## src/rtl/local_pattern_history_table.sv

```systemverilog
// Second-level local predictor table: 2-bit saturating counters indexed by {pc slot, local history}.
// Optional same-cycle forwarding of a training write to the lookup port: define PHT_BYPASS_EN.
module local_pattern_history_table #(
  parameter int         PC_BITS   = 4,
  parameter int         HIST_BITS = 4,
  parameter logic [1:0] CTR_INIT  = 2'b01
) (
  input  logic                 clk,
  input  logic                 rst,
  input  logic                 update_pattern,
  input  logic                 wb_take_jump,
  input  logic [15:0]          lookup_pc,
  input  logic [15:0]          resolved_pc,
  input  logic [HIST_BITS-1:0] history,
  output logic                 predict_taken
);

  localparam int IDX_BITS = PC_BITS + HIST_BITS;
  localparam int DEPTH    = 1 << IDX_BITS;
  localparam int SLOTS    = 1 << PC_BITS;

  logic [1:0]           ctr  [DEPTH];
  logic [HIST_BITS-1:0] snap [SLOTS];

  logic [PC_BITS-1:0]  lookup_slot;
  logic [PC_BITS-1:0]  resolved_slot;
  logic [IDX_BITS-1:0] li;
  logic [IDX_BITS-1:0] ui;
  logic [1:0]          ctr_cur;
  logic [1:0]          ctr_next;
  logic                pred_raw;

  // Word-aligned slot; bit 0 and upper pc bits alias by design.
  assign lookup_slot   = lookup_pc[PC_BITS:1];
  assign resolved_slot = resolved_pc[PC_BITS:1];
  assign li            = {lookup_slot, history};
  assign ui            = {resolved_slot, snap[resolved_slot]};
  assign ctr_cur       = ctr[ui];

  logic unused_pc_bits;
  assign unused_pc_bits = ^{lookup_pc[15:PC_BITS+1], lookup_pc[0],
                            resolved_pc[15:PC_BITS+1], resolved_pc[0]};

  always_comb begin
    ctr_next = ctr_cur;
    if (wb_take_jump) begin
      if (ctr_cur != 2'b11) ctr_next = ctr_cur + 2'd1;
    end else begin
      if (ctr_cur != 2'b00) ctr_next = ctr_cur - 2'd1;
    end
  end

`ifdef PHT_BYPASS_EN
  assign pred_raw = (update_pattern && (li == ui)) ? ctr_next[1] : ctr[li][1];
`else
  assign pred_raw = ctr[li][1];
`endif

  // Gate during reset so a forwarded write cannot leak through while tables are held.
  assign predict_taken = rst ? CTR_INIT[1] : pred_raw;

  always_ff @(posedge clk or posedge rst) begin
    if (rst) begin
      for (int i = 0; i < DEPTH; i++) ctr[i] <= CTR_INIT;
      for (int j = 0; j < SLOTS; j++) snap[j] <= '0;
    end else begin
      snap[lookup_slot] <= history;
      if (update_pattern) ctr[ui] <= ctr_next;
    end
  end

endmodule

```

## config.mk

```make
export PLATFORM = sky130hd
export DESIGN_NAME = local_pattern_history_table
export DESIGN_NICKNAME = d
export VERILOG_FILES = /design/src/rtl/local_pattern_history_table.sv
export SDC_FILE = /design/constraint.sdc
export NUM_CORES = 2
export LEC_CHECK = 0
export CAP_MARGIN = 30
export CELL_PAD_IN_SITES_DETAIL_PLACEMENT = 0
export CELL_PAD_IN_SITES_GLOBAL_PLACEMENT = 2
export CORE_MARGIN = 5
export CORE_UTILIZATION = 42
export DETAILED_ROUTE_END_ITERATION = 8
export PLACE_DENSITY = 0.91
export SLEW_MARGIN = 40
export SYNTH_ARGS = -nofsm -noshare
export SYNTH_HDL_FRONTEND = slang
export SYNTH_SLANG_ARGS = --single-unit
```

## constraint.sdc

```tcl
create_clock -name clk -period 29 [get_ports clk]
set_input_delay 7.25 -clock clk [delete_from_list [all_inputs] [get_ports clk]]
set_output_delay 7.25 -clock clk [all_outputs]
set_load 0.05 [all_outputs]
```

==> flow_summary.ini <==
[logic_synthesis]
synth_nets = 3125
ys_warn_count = 0
synth_edf_count = 0
async_reset_ff_frac = 1.00
netlist_instances = 3085
ys_types = 59
ys_seq_area_frac = 0.490
syn_area_um2 = 30100
synth.ff_latch_count = 576
synthFlopType = dfrtp_1
syn_area_per_cell_um2 = 9.75

[routing]
routedLengthMet1_um = 42100
wirelength_um = 104000
vias_per_cell = 6.35
wl_met3_um = 10200
drc = 0
drtIter0Drc = 3000
ant_nets = 0
wl_per_cell_um = 26.3
routed-wl-met2_um = 47500
drt_first_pass_iters = 7
routed.top_layer = met5
via_count = 25200

[grt]
antenna_found_initial = 3
grt_remaining_overflow = 0
grtUsageTotal = 0.264
grt_max_degree = 150
grt_first_pass_wirelength_um = 158000
grt_pass1_vias = 24900

[placement]
port_buffers = 16
place_inst = 3847
placed_cell_area_um2 = 30800
post-place-ws_ns = 10.03
place_congestion = 0.854
place_hpwl_um = 59900

[floorplanning]
die_area_um2 = 77100
ioPinCount = 41
core_area_um2 = 71200
start_util = 0.422
die_h_um = 278
num_rows = 98
die_w_um = 278

[sta]
setup_viol = 0
fmaxAchievable_mhz = 53.3
tns_ns = 0
period_needed_ns = 18.75
slew_headroom = 0.399
drv_slew = 0
worst_pin_slew_ns = 0.896
setup_slack_ns = 10.25
hold_viol_final = 0
finalCritPeriodShare = 0.646
fin_skew_ns = 0.0306
rsz0062_at_grt = no

[finish]
layout.cells.non_filler = 3967
num_antenna_cells = 0
nets = 3007
drive_gt1_frac = 0.211
final_cell_mix = nor2_1, a31oi_1, dfrtp_1, dfstp_2, nand2_1
multi_input_area_um2 = 14100
layout_commonest_cell = nor2_1
regArea_um2 = 14700
fin_area_um2 = 33000
area_growth_pct = 9.80
fillers = 6621

[critical_path]
cp_data_arrival_time_ns = 11.50
critPathLaunch = history[1]
crit_required_ns = 21.75
critPathCaptureType = primary output
crit_end = predict_taken
criticalPathCategory = in2out
r2r_slack_ns = 21.91
timing.rr.start = snap[0]
timing.rr.end = ctr[243]
reg2reg_depth = 15
startpoint_type = input pin
critPathMaxFanout = 45

[clocking]
cts-htree-levels = 3
numCtsBuffers = 67
clk_path_buf_depth = 3
clk_pin_slew_ns = 0.05
post_cts_buffers = 0
hold_buffers = 0
worstSkewPairLatency_ns = 0.61
clkSinkCount = 576
root_buffer = clkbuf_16
cts_resized = 0
cts_tree = done

[power]
pwr_density_cell_nw_per_um2 = 80.6
p_leak_nw = 12.8
vdd_ir_drop_max_mv = 0.0403
power.total_mw = 2.66

[hold_path]
worstHoldPathType = reg2reg

[status]
status = finished clean

[run]
drv_cap = 0
-- kinds of logic (layout without fill, tap and decap cells) --
family          after synthesis  in the layout  share of synthesized area
compound gates              686            686                      0.150
mux                         299            299                      0.143
flops                       576            576                      0.490
buf+inv                     266            198                     0.0464
simple gates               1258           1258                      0.171
-- cell usage after synthesis (19+ instances only) --
master,count,area share
a211oi_1,19,0.0047
a21oi_1,28,0.0047
a31oi_1,523,0.11
and3_1,26,0.0054
buf_2,75,0.012
buf_4,47,0.012
clkbuf_1,112,0.014
dfrtp_1,320,0.27
dfstp_2,256,0.22
mux2_2,73,0.027
mux2i_1,128,0.043
mux4_2,98,0.073
nand2_1,246,0.031
nand3_1,125,0.021
nor2_1,790,0.099
o22ai_1,25,0.0052
-- worst min-delay path by stage --
stage	startpoint	to	slack (ns)	depth (start not counted)
after CTS	ctr[474]	ctr[474]	0.50	2
after detailed placement	snap[33]	snap[33]	0.49	1
after global routing	snap[48]	snap[48]	0.51	1
after global placement	snap[10]	snap[10]	0.48	1
final	ctr[474]	ctr[474]	0.50	2
after floorplan	snap[10]	snap[10]	0.47	1
-- where the power goes --
part	total, mW	switching, mW	internal [mW]
Combinational	0.695	0.458	0.238
Clock	0.868	0.348	0.520
Sequential	1.10	0.100	0.999
-- routing by layer --
| metal | up-vias | GRT usage |
|---|---|---|
| li1 | 11100 | - |
| met1 | 12600 | 0.361 |
| met2 | 1289 | 0.411 |
| met3 | 247 | 0.0618 |
| met4 | 2 | 0.106 |
| met5 | - | 0 |
-- cell type report --
class                           count  area share
Clock inverter                     22     0.00743
Tap cell                          950      0.0360
Clock buffer                       97      0.0601
Inverter                            2    0.000455
Multi-Input combinational cell   2243       0.428
Sequential cell                   576       0.446
Timing Repair Buffer               77      0.0215
-- metrics by stage --
stage          utilization  hold slack, ns
3_3_place_gp         0.429           0.481
3_5_place_dp         0.432           0.489
5_1_grt              0.464           0.510
6_report             0.464           0.497
4_1_cts              0.463           0.498
2_1_floorplan            -           0.474
-- sequential cells by signal, summed over array words and instances, names as in the netlist --
register	flops
snap	64
ctr	512
-- worst max-delay path: stages --
cell             delay, ns
buf_4                 0.50
buf_4                 0.77
mux4_2                0.43
mux4_2                0.57
mux4_2                0.55
mux4_2                0.47
and2_1                0.20
clkdlybuf4s50_1       0.71
Note: power is estimated with default switching activity, not from simulation.
